===== config.mk =====
export PLATFORM = sky130hd
export DESIGN_NAME = xadc_drp_poller
export DESIGN_NICKNAME = d
export VERILOG_FILES = /design/src/rtl/xadc_drp_poller.sv
export SDC_FILE = /design/constraint.sdc
export NUM_CORES = 1
export LEC_CHECK = 0
export ABC_AREA = 1
export CORE_UTILIZATION = 40
export DETAILED_ROUTE_END_ITERATION = 10
export PLACE_DENSITY = 0.71
export SLEW_MARGIN = 20
export SYNTH_ARGS = -nofsm -noshare
export SYNTH_HDL_FRONTEND = slang
export SYNTH_SLANG_ARGS = --single-unit

===== constraint.sdc =====
create_clock -name DCLK -period 2.75 [get_ports DCLK]
set_input_delay 0.6875 -clock DCLK [delete_from_list [all_inputs] [get_ports DCLK]]
set_output_delay 0.6875 -clock DCLK [all_outputs]
set_load 0.02 [all_outputs]

===== src/rtl/xadc_drp_poller.sv =====
// xadc_drp_poller: walks the enabled XADC status registers over the DRP port
// once per sweep trigger, keeps the last good value of each, and raises sticky
// flags for DRDY timeouts and dropped triggers.
module xadc_drp_poller #(
    parameter logic [5:0]  EN_MASK   = 6'b111111,
    parameter int          TRIG_MODE = 0,
    parameter logic [15:0] PERIOD    = 16'd50000,
    parameter logic [7:0]  TIMEOUT   = 8'd255
) (
    input  logic        DCLK,
    input  logic        RESET_N,
    input  logic        EOS,
    input  logic [15:0] DO,
    input  logic        DRDY,
    output logic [6:0]  DADDR,
    output logic        DEN,
    output logic        DWE,
    output logic [15:0] DI,
    input  logic        ERR_CLR,
    input  logic [2:0]  SEL,
    output logic [15:0] MEASURED_0,
    output logic [15:0] MEASURED_1,
    output logic [15:0] MEASURED_2,
    output logic [15:0] MEASURED_3,
    output logic [15:0] MEASURED_4,
    output logic [15:0] MEASURED_5,
    output logic [5:0]  VALID,
    output logic [15:0] MON_OUT,
    output logic        BUSY,
    output logic        SWEEP_DONE,
    output logic        TIMEOUT_ERR,
    output logic        OVERRUN
);

    typedef enum logic [1:0] {S_IDLE, S_ISSUE, S_WAIT, S_NEXT} state_t;

    state_t      r_state;
    state_t      w_state_nxt;
    logic [2:0]  r_idx;
    logic [7:0]  r_wait_cnt;
    logic [15:0] r_period_cnt;
    logic        r_pending;
    logic        r_timeout_err;
    logic        r_overrun;
    logic [5:0]  r_valid;
    logic [15:0] r_meas [6];

    logic        w_trig;
    logic [3:0]  w_first;
    logic [3:0]  w_next;
    logic        w_drdy_hit;
    logic        w_timeout;
    logic        w_start;
    logic        w_busy_trig;

    // DRP address of each table index.
    function automatic logic [6:0] f_addr(input logic [2:0] idx);
        case (idx)
            3'd0:    f_addr = 7'h00;
            3'd1:    f_addr = 7'h01;
            3'd2:    f_addr = 7'h02;
            3'd3:    f_addr = 7'h06;
            3'd4:    f_addr = 7'h12;
            3'd5:    f_addr = 7'h13;
            default: f_addr = 7'h00;
        endcase
    endfunction

    // Lowest enabled index >= from; bit 3 of the result flags "found".
    function automatic logic [3:0] f_find(input logic [3:0] from);
        logic [3:0] res;
        res = 4'd0;
        for (int i = 5; i >= 0; i--) begin
            if (EN_MASK[i] && (i >= int'(from))) res = {1'b1, 3'(i)};
        end
        return res;
    endfunction

    // Trigger source, channel search and WAIT-exit conditions.
    always_comb begin
        w_trig      = (TRIG_MODE == 1) ? (r_period_cnt == PERIOD - 16'd1) : EOS;
        w_first     = f_find(4'd0);
        w_next      = f_find({1'b0, r_idx} + 4'd1);
        w_drdy_hit  = (r_state == S_WAIT) && DRDY;
        w_timeout   = (r_state == S_WAIT) && !DRDY && (r_wait_cnt == TIMEOUT - 8'd1);
        w_start     = (r_state == S_IDLE) && (w_trig || r_pending) && w_first[3];
        // Leaving IDLE on a pending request consumes it, so a trigger arriving then re-arms it.
        w_busy_trig = w_trig && ((r_state != S_IDLE) || r_pending);
    end

    // State register.
    always_ff @(posedge DCLK or negedge RESET_N) begin
        // NOTE: sequential state uses non-blocking <= so every flop samples pre-edge values.
        if (!RESET_N) r_state <= S_IDLE;
        else          r_state <= w_state_nxt;
    end

    // Next-state logic.
    always_comb begin
        // NOTE: assigning a default first keeps this block free of inferred latches.
        w_state_nxt = r_state;
        case (r_state)
            S_IDLE:  if (w_start) w_state_nxt = S_ISSUE;
            S_ISSUE: w_state_nxt = S_WAIT;
            S_WAIT:  if (w_drdy_hit || w_timeout) w_state_nxt = S_NEXT;
            S_NEXT:  w_state_nxt = w_next[3] ? S_ISSUE : S_IDLE;
            default: w_state_nxt = S_IDLE;
        endcase
    end

    // FSM outputs: DRP strobe/address, busy and end-of-sweep pulse.
    always_comb begin
        DEN        = (r_state == S_ISSUE);
        DADDR      = ((r_state == S_ISSUE) || (r_state == S_WAIT)) ? f_addr(r_idx) : 7'h00;
        DWE        = 1'b0;
        DI         = 16'h0000;
        BUSY       = (r_state != S_IDLE);
        SWEEP_DONE = (r_state == S_NEXT) && !w_next[3];
    end

    // Channel index and per-read WAIT cycle counter.
    always_ff @(posedge DCLK or negedge RESET_N) begin
        if (!RESET_N) begin
            r_idx      <= 3'd0;
            r_wait_cnt <= 8'd0;
        end else begin
            if (w_start)                              r_idx <= w_first[2:0];
            else if ((r_state == S_NEXT) && w_next[3]) r_idx <= w_next[2:0];
            if (r_state == S_ISSUE)     r_wait_cnt <= 8'd0;
            else if (r_state == S_WAIT) r_wait_cnt <= r_wait_cnt + 8'd1;
        end
    end

    // Internal periodic trigger counter (wraps PERIOD-1 -> 0).
    always_ff @(posedge DCLK or negedge RESET_N) begin
        if (!RESET_N)            r_period_cnt <= 16'd0;
        else if (TRIG_MODE == 1) r_period_cnt <= (r_period_cnt == PERIOD - 16'd1) ? 16'd0 : r_period_cnt + 16'd1;
    end

    // Single-deep pending trigger and sticky error flags; a set beats ERR_CLR.
    always_ff @(posedge DCLK or negedge RESET_N) begin
        if (!RESET_N) begin
            r_pending     <= 1'b0;
            r_overrun     <= 1'b0;
            r_timeout_err <= 1'b0;
        end else begin
            if (w_busy_trig)  r_pending <= 1'b1;
            else if (w_start) r_pending <= 1'b0;
            if (w_busy_trig && r_pending && (r_state != S_IDLE)) r_overrun <= 1'b1;
            else if (ERR_CLR)                                    r_overrun <= 1'b0;
            if (w_timeout)    r_timeout_err <= 1'b1;
            else if (ERR_CLR) r_timeout_err <= 1'b0;
        end
    end

    // Result bank: capture DO on DRDY for the channel in flight.
    always_ff @(posedge DCLK or negedge RESET_N) begin
        // NOTE: the result bank is plain flops and must read 0 after reset, so it is reset like any register.
        if (!RESET_N) begin
            for (int i = 0; i < 6; i++) r_meas[i] <= 16'h0000;
            r_valid <= 6'd0;
        end else begin
            for (int i = 0; i < 6; i++) begin
                if (w_drdy_hit && (r_idx == 3'(i))) begin
                    r_meas[i]  <= DO;
                    r_valid[i] <= 1'b1;
                end
            end
        end
    end

    // Result fan-out and display mux.
    always_comb begin
        MEASURED_0  = r_meas[0];
        MEASURED_1  = r_meas[1];
        MEASURED_2  = r_meas[2];
        MEASURED_3  = r_meas[3];
        MEASURED_4  = r_meas[4];
        MEASURED_5  = r_meas[5];
        VALID       = r_valid;
        TIMEOUT_ERR = r_timeout_err;
        OVERRUN     = r_overrun;
        case (SEL)
            3'd0:    MON_OUT = r_meas[0];
            3'd1:    MON_OUT = r_meas[1];
            3'd2:    MON_OUT = r_meas[2];
            3'd3:    MON_OUT = r_meas[3];
            3'd4:    MON_OUT = r_meas[4];
            3'd5:    MON_OUT = r_meas[5];
            default: MON_OUT = 16'h0000;
        endcase
    end

endmodule


==> flow_summary.yaml, run 1 <==
logic_synthesis:
  synth_commonest_cells: "nand2_1, dfrtp_1, o21ai_0, inv_1, nor2_1"
  synth_top_area_share: 0.530
  synth-seq-cells: 118
  yosys.cell_count.top_type: "nand2_1"
  seq_area_frac_synth: 0.530
  synth_area_leaders: "dfrtp_1, nand2_1, o21ai_0"
  synth_edf_count: 0
  avgSynthCellArea_um2: 8.25
  synthFlopType: "dfrtp_1"
  synth_cell_types: 25
  yosys.area.top_type: "dfrtp_1"
  synth_cells: 675
  yosys_warnings: 0
  async_flop_share: 1.00
  syn-cell-area_um2: 5570
pwr:
  p_sw_frac: 0.385
  switchingPower_mw: 3.53
  report.power.total_mw: 9.16
  share_seq_of_total_power: 0.327
  p_leak_nw: 3.88
  peakVddDrop_uv: 595
  internal_power_mw: 5.63
  pwr-share-clk: 0.254
  comb_power_share: 0.419
  power.density_nw_per_um2: 1150
route:
  drcViolationCount: 0
  drtIter0Drc: 418
  vias: 5013
  wl_mm: 16.2
  vias_per_cell: 4.82
  wl_per_cell_um: 15.6
  ant_nets: 0
  drtPass1Iterations: 5
cts:
  cts_hold_buf: 0
  cts_max_path_buffers: 2
  htreeDepth: 4
  clkTransAtPathRegs_ps: 50
  cts_tree: "done"
  insertion_delay_ps: 420
  root_buffer: "clkbuf_16"
  cts.sinks: 118
  cts_buffers: 17
setup_path:
  r2r-start: "r_state[0]"
  crit_fanout: 5
  reg2reg_slack_ps: 900
  cp-start-kind: "primary input"
  rr_endpoint: "r_wait_cnt[7]"
  endpoint_kind: "output port"
  worstPathArrival_ps: 1950
  crit_type: "primary input to output port"
  startpoint: "SEL[0]"
  worstRegToRegCells: 9
  required_ps: 2060
global_route:
  grt_pass1_vias: 4772
  grt_usage: 0.240
  grt_pass1_wl_mm: 25.7
  grt_max_degree: 56
  antenna_found_initial: 0
  overflow: 0
timing:
  hold-worst-slack_ps: 316
  setup_viol: 0
  period_needed_ps: 2630
  slew_headroom: 0.512
  fin_skew_ps: 3.99
  tns_ps: 0
  finalCritPeriodShare: 0.958
  grt_setup_unrepaired: "false"
  maxSlewViolCount: 0
  hold_viol_final: 0
  fin_ws_ps: 116
  tightest_slew_ps: 733
  max_freq_mhz: 380
placed_design:
  dp.cells: 1007
  hpwl_mm: 11.5
  io_buffers: 150
  gp_congestion: 0.827
  pre_cts_slack_ps: -565
floorplan:
  die-area_um2: 14400
  die_h_um: 120
  initial_core_util: 0.415
  die_x_um: 120
  coreArea_um2: 13400
  std_cell_rows: 42
  io_pins: 171
layout:
  drive_above_1_share: 0.108
  nets: 887
  syn_to_final_growth_pct: 43.2
  layout.cells.non_filler: 1040
min_path:
  hold_class: "primary input to async pin"
status:
  status: "completed"
job:
  drv_cap: 0
-- cell usage in the layout (no fill, tap or decap), types with 2 or more instances in the layout --
master	synthesis	layout
nor2_1	34	31
inv_1	102	102
nor3_4	1	2
or2_2	4	4
nand3_1	17	16
dfrtp_1	118	117
nor2_2	0	2
o22ai_1	11	11
clkdlybuf4s50_1	0	125
o21ai_0	105	105
bufinv_16	0	4
buf_12	0	2
buf_4	22	24
clkbuf_16	0	17
a21oi_1	27	27
clkinv_2	0	4
conb_1	1	20
nand2_1	167	167
ha_1	13	13
buf_6	0	10
clkinv_4	0	2
nor3_1	5	5
clkinvlp_4	0	3
nand4_1	17	17
dlygate4sd2_1	0	6
buf_2	7	14
-- worst max path at each step --
stage / endpoint / cells past startpoint / slack, ps
after floorplan: MON_OUT[12] / 5 / 460
after global placement: MON_OUT[4] / 8 / -550
after detailed placement: MON_OUT[4] / 8 / -560
after CTS: DADDR[2] / 5 / 70
after global routing: SWEEP_DONE / 6 / 10
final: MON_OUT[1] / 9 / 120
-- through the flow --
| stage | util | area [µm²] |
|---|---|---|
| global route | 0.595 | 7970 |
| CTS | 0.595 | 7970 |
| global placement | 0.550 | 7370 |
| detailed placement | 0.550 | 7370 |
| floorplan | - | 5640 |
| finish | 0.595 | 7970 |
-- layout make-up --
class                      count  area [µm²]
antenna                        1        2.50
clock buffer                  19         443
clock inverter                13         180
fill                        1197        5430
inverter                     102         383
multi-input combinational    429        2070
sequential                   118        2950
tap                          176         220
timing repair buffer         182        1720
-- registers in the layout (all words and copies together) (netlist names) --
name,count
r_idx,3
VALID,6
MEASURED_0,16
r_wait_cnt,8
r_pending,1
TIMEOUT_ERR,1
MEASURED_4,16
MEASURED_2,16
r_state,2
MEASURED_5,16
MEASURED_3,16
MEASURED_1,16
OVERRUN,1
-- critical path, stage by stage --
cell and delay (ps):
dlygate4sd2_1 280, buf_4 170, nor3_4 270, buf_6 160
nand2_1 50, nand2_1 60, a21oi_1 40, nand2_1 90
buf_4 140
-- cells by family after synthesis --
kind of cell,Yosys count,synth area share
adders and majority gates,14,0.0310
buffers and inverters,147,0.116
other,1,0.000674
AOI/OAI and AO/OA,145,0.134
DFF,118,0.530
xor gates and xnor gates,1,0.00157
and+or+nand+nor,249,0.187
-- metal layers --
| metal | GRT usage | vias to the layer above | part of all wire |
|---|---|---|---|
| met2 | 0.374 | 210 | 0.47 |
| li1 | - | 2460 | - |
| met4 | 0.124 | 0 | 0.032 |
| met3 | 0.0452 | 38 | 0.056 |
| met1 | 0.316 | 2305 | 0.45 |
| met5 | 0 | - | 0 |
-- power by group through the flow --
stage	Sequential [mW]	Combinational, mW	Clock [mW]
after floorplan	3.61	1.34	0
after global placement	2.98	3.87	0
after detailed placement	3.00	3.93	0
after CTS	2.98	3.88	2.36
after global routing	3.08	4.19	2.44
final	2.99	3.84	2.33
-- repair_timing --
item / in CTS / in global routing
setup endpoints to repair: 20 / 1
resized for setup: 93 / 1
buffers inserted: 0 / 0
pin swaps: 3 / 0
No activity file was read; power rests on OpenSTA's default activity.
==> run 2, diff against run 1 <==
- PLACE_DENSITY: 0.71 -> 0.7
==> run 2 against run 1 <==
Effect of this change: global-route usage is 0.31 points lower; die area stayed put; critical path depth is 1 lower; worst hold slack worse by 110 ps; setup slack worse by 50 ps; critical path type unchanged; clock-buffer cell count stayed put; routed wire length is 0.62% higher; utilization is 0.67 points lower.
==> flow_summary.yaml, run 2 (synthesis results as in run 1) <==
global_route:
  grt_pass1_wl_mm: 25.8
  grt_usage: 0.236
  grt_max_degree: 52
  antenna_found_initial: 0
  grt_pass1_vias: 5036
  overflow: 0
floorplan:
  initial_core_util: 0.415
  die_x_um: 120
  coreArea_um2: 13400
  std_cell_rows: 42
  die_h_um: 120
  die-area_um2: 14400
  io_pins: 171
timing:
  hold-worst-slack_ps: 203
  tns_ps: 0
  finalCritPeriodShare: 0.976
  fin_skew_ps: 6.41
  period_needed_ps: 2680
  hold_viol_final: 0
  grt_setup_unrepaired: "true"
  maxSlewViolCount: 0
  setup_viol: 0
  max_freq_mhz: 373
setup_path:
  cp-start-kind: "primary input"
  critPathCapture: "MON_OUT[0]"
  startpoint: "SEL[1]"
  worstPathArrival_ps: 2000
  required_ps: 2060
  crit_fanout: 6
  reg2reg_slack_ps: 930
  crit_type: "primary input to output port"
  r2r-start: "r_state[0]"
  endpoint_kind: "output port"
  worstRegToRegCells: 9
  rr_endpoint: "r_wait_cnt[7]"
placed_design:
  hpwl_mm: 11.7
  placed_cell_area_um2: 7290
  gp_congestion: 0.896
  io_buffers: 150
  dp.cells: 999
cts:
  cts.sinks: 118
  cts_buffers: 17
  htreeDepth: 4
  insertion_delay_ps: 410
  cts_tree: "done"
  cts_max_path_buffers: 2
  postCtsSetupBuffers: 0
  clkTransAtPathRegs_ps: 50
  root_buffer: "clkbuf_16"
route:
  wl_per_cell_um: 15.8
  drtIter0Drc: 403
  wl_mm: 16.3
  drtPass1Iterations: 5
  vias: 5046
  drcViolationCount: 0
  vias_per_cell: 4.90
  ant_nets: 0
job:
  drv_cap: 0
layout:
  drive_above_1_share: 0.0960
  layout_commonest_cell: "nand2_1"
  n_antenna_cell: 0
  fin_util: 0.588
  syn_to_final_growth_pct: 41.6
  final_area_um2: 7880
  final_cell_mix: "nand2_1, clkdlybuf4s50_1, dfrtp_1"
  layout.cells.non_filler: 1030
  fillers: 1188
  nets: 879
min_path:
  hold_class: "primary input to async pin"
pwr:
  switchingPower_mw: 3.56
  internal_power_mw: 5.53
  p_sw_frac: 0.392
  comb_power_share: 0.427
  peakVddDrop_uv: 548
  p_leak_nw: 3.77
  pwr-share-clk: 0.241
  power.density_nw_per_um2: 1150
  share_seq_of_total_power: 0.332
status:
  status: "completed"
run 2: cell count changes in the layout (fill, tap and decap cells not counted), moves of 2 or more:
cell / previous run / this run
buf_4: 24 / 22
clkinv_2: 4 / 2
clkdlybuf4s15_2: 0 / 13
buf_6: 10 / 2
buf_2: 14 / 3
run 2: what timing repair did:
item                                    CTS  global route
hold buffers                              0             0
gates resized for setup                  65             2
endpoints found under the setup margin   21             5
run 2: critical path, cell delays in order:
cell and delay [ps]:
dlygate4sd2_1 370, inv_1 70, nand3_1 100, buf_4 170, nor2_1 50, a21oi_1 120
nand4_1 140, clkdlybuf4s15_2 280
run 2: final cells by class:
| class | instances | area (µm²) | area share |
|---|---|---|---|
| inverters | 102 | 383 | 0.0486 |
| multi-input cells | 429 | 2050 | 0.260 |
| clock inverters | 12 | 156 | 0.0198 |
| clock buffers | 19 | 433 | 0.0549 |
| well taps | 176 | 220 | 0.0279 |
| flip-flops and latches | 118 | 2960 | 0.375 |
| repair buffers | 174 | 1690 | 0.214 |
run 2: layer usage:
metal  track usage  part of all wire  vias up
li1              -                 -     2444
met1         0.300              0.44     2396
met2         0.395              0.49      189
met3        0.0509             0.057       17
met4        0.0875             0.015        0
met5             0                 0        -
run 2: per-stage QoR:
step / power, mW / worst slack (ps)
2_1_floorplan: 4.94 / 464
3_3_place_gp: 6.84 / -470
3_5_place_dp: 6.95 / -516
4_1_cts: 9.15 / 81.7
5_1_grt: 9.60 / -24.7
6_report: 9.09 / 66.5
run 2: worst min path at each step:
stage	cells after the start	to	startpoint
floorplan	0	MEASURED_0[0]	RESET_N
global placement	2	VALID[3]	VALID[3]
detailed placement	2	VALID[3]	VALID[3]
CTS	1	TIMEOUT_ERR	RESET_N
global route	1	TIMEOUT_ERR	RESET_N
finish	1	TIMEOUT_ERR	RESET_N
run 2: power groups by stage:
stage	clock network [mW]	registers, mW	logic (mW)
finish	2.19	3.02	3.88
global route	2.30	3.09	4.20
CTS	2.22	3.00	3.92
detailed placement	0	3.02	3.93
global placement	0	2.99	3.85
floorplan	0	3.61	1.34
==> run 3, diff against run 2 <==
- ABC_AREA: 1 -> default
- CAP_MARGIN: default -> 20
- GPL_TIMING_DRIVEN: default -> 0
- PLACE_DENSITY: 0.7 -> 0.69
==> run 3 against run 2 <==
Effect of this change: the flow now finishes with violations (setup timing); maximum frequency down 2.6%; area after synthesis increased by 5.6%; synthesized cell count shrank 32%; cell area up 6.7%; critical endpoint is now MON_OUT[1]; sequential cell count did not move; sequential share of layout area shrank 2.3 points.
==> flow_summary.yaml, run 3 <==
timing:
  period_needed_ps: 2760
  setup_viol: 1
  maxSlewViolCount: 0
  finalCritPeriodShare: 1.00
  max_freq_mhz: 363
  grt_setup_unrepaired: "true"
  slew_headroom: 0.649
  tightest_slew_ps: 527
  hold-worst-slack_ps: 223
  fin_ws_ps: -5.15
  hold_viol_final: 0
  fin_skew_ps: 5.00
global_route:
  overflow: 0
  grt_pass1_vias: 4401
  antenna_found_initial: 1
  grt_usage: 0.235
  grt_pass1_wl_mm: 25.5
  grt_max_degree: 66
logic_synthesis:
  synth-seq-cells: 118
  yosys.cell_count.top_type: "dfrtp_1"
  yosys_warnings: 0
  synth_area_leaders: "dfrtp_1, mux2_2, mux2_4"
  synth_top_area_share: 0.503
  avgSynthCellArea_um2: 12.9
  seq_area_frac_synth: 0.503
  synth_commonest_cells: "dfrtp_1, mux2_2, mux2_4, mux2i_1, nor2_1"
  async_flop_share: 1.00
  synth_cells: 457
  yosys.area.top_type: "dfrtp_1"
  synthFlopType: "dfrtp_1"
  synth_edf_count: 0
  synth_cell_types: 47
  syn-cell-area_um2: 5880
cts:
  insertion_delay_ps: 420
  cts_buffers: 17
  clkTransAtPathRegs_ps: 50
  cts_tree: "done"
  root_buffer: "clkbuf_16"
  htreeDepth: 4
  cts_max_path_buffers: 2
  cts.sinks: 118
status:
  failed_checks: "setup timing"
  status: "finished, violations left"
layout:
  layout_commonest_cell: "clkdlybuf4s50_1"
  final_cell_mix: "clkdlybuf4s50_1, dfrtp_1, mux2_2"
  syn_to_final_growth_pct: 43.1
  nets: 686
  drive_above_1_share: 0.324
  n_antenna_cell: 0
  fin_util: 0.597
floorplan:
  die-area_um2: 15200
  coreArea_um2: 14100
  std_cell_rows: 43
  die_x_um: 123
  initial_core_util: 0.417
  die_h_um: 123
  io_pins: 171
setup_path:
  rr_endpoint: "MEASURED_4[8]"
  max_stage_delay_ps: 340
  cp.depth: 6
  startpoint: "SEL[2]"
  slowest_stage: "mux4_2"
  critPathCapture: "MON_OUT[1]"
  cp-start-kind: "primary input"
  cp_num_buf_inv: 4
  endpoint_kind: "output port"
  crit_type: "primary input to output port"
  worstRegToRegCells: 5
  cp_cell_sequence: "clkdlybuf4s15_2 -> buf_4 -> mux4_2 -> inv_1 -> o22ai_1 -> dlygate4sd2_1"
  crit_fanout: 10
  r2r-start: "r_idx[0]"
  required_ps: 2060
  reg2reg_slack_ps: 730
  cpLargestDelayFamily: "buffers and inverters"
  worstPathArrival_ps: 2070
route:
  drcViolationCount: 0
  vias: 4502
  drtIter0Drc: 208
  drtPass1Iterations: 4
  vias_per_cell: 5.36
  wl_mm: 17.0
  wl_per_cell_um: 20.3
  ant_nets: 0
placed_design:
  gp_congestion: 0.829
  hpwl_mm: 11.7
  io_buffers: 149
  pre_cts_slack_ps: -1160
pwr:
  power.density_nw_per_um2: 1200
  report.power.total_mw: 10.1
  p_leak_nw: 3.97
  peakVddDrop_uv: 859
job:
  drv_cap: 0
min_path:
  hold_class: "primary input to async pin"
[run 3: routing by layer]
metal | wire, µm | track usage
met3 | 1370 | 0.0729
met1 | 7470 | 0.307
met4 | 135 | 0.0693
met5 | 13 | 0
met2 | 8040 | 0.373
[run 3: how the worst min path moves through the flow]
stage | from | to | cells after the start
6_report | RESET_N | VALID[1] | 1
5_1_grt | RESET_N | VALID[1] | 1
2_1_floorplan | RESET_N | MEASURED_0[0] | 0
3_3_place_gp | VALID[2] | VALID[2] | 1
4_1_cts | RESET_N | VALID[1] | 1
3_5_place_dp | VALID[4] | VALID[4] | 1
[run 3: what timing repair did]
| item | 4_1_cts | 5_1_grt |
|---|---|---|
| endpoints found under the setup margin | 21 | 16 |
| resized for setup | 103 | 13 |
| gates cloned | 2 | 0 |
| pin swaps | 1 | 2 |
| hold buffers | 0 | 0 |
| setup buffers | 3 | 1 |
[run 3: final cells by class]
cell class | instances | area (µm²)
plain buffers | 40 | 350
clock buffers | 27 | 513
clock inverters | 3 | 65.1
fillers | 1162 | 5690
inverters | 14 | 57.6
multi-input cells | 302 | 2710
flip-flops and latches | 118 | 2960
well taps | 180 | 225
repair buffers | 156 | 1530
[run 3: per-stage QoR]
| stage | TNS [ps] | instances | area [µm²] |
|---|---|---|---|
| floorplan | 0 | 476 | 5950 |
| global placement | -432850 | 805 | 7660 |
| detailed placement | -15670 | 806 | 7690 |
| CTS | -13.4 | 839 | 8390 |
| global route | -192 | 840 | 8410 |
| finish | -5.15 | 840 | 8410 |
[run 3: kinds of logic (layout without fill, tap and decap cells)]
family                     count (synthesis)  count (layout)  share of synthesized area
muxes                                    133             133                      0.272
xor gates and xnor gates                   3               3                    0.00447
and+or+nand+nor                           78              78                     0.0703
buffers and inverters                     56             240                     0.0592
adders and majority gates                 13              13                     0.0277
AOI/OAI and AO/OA                         55              55                     0.0630
other                                      1              20                   0.000638
DFF                                      118             118                      0.503
[run 3: worst register-to-register path, stage by stage, from the launching register on]
cell and delay (ps):
dfrtp_2 450, inv_1 120, ha_1 270, nand4_2 370, buf_2 370, mux2_2 320
[run 3: report_power, final]
group	leakage (nW)	switching, mW	internal, mW
logic	2.19	2.30	2.46
registers	1.50	0.642	2.49
clock network	0.284	0.744	1.44
total	3.97	3.69	6.39
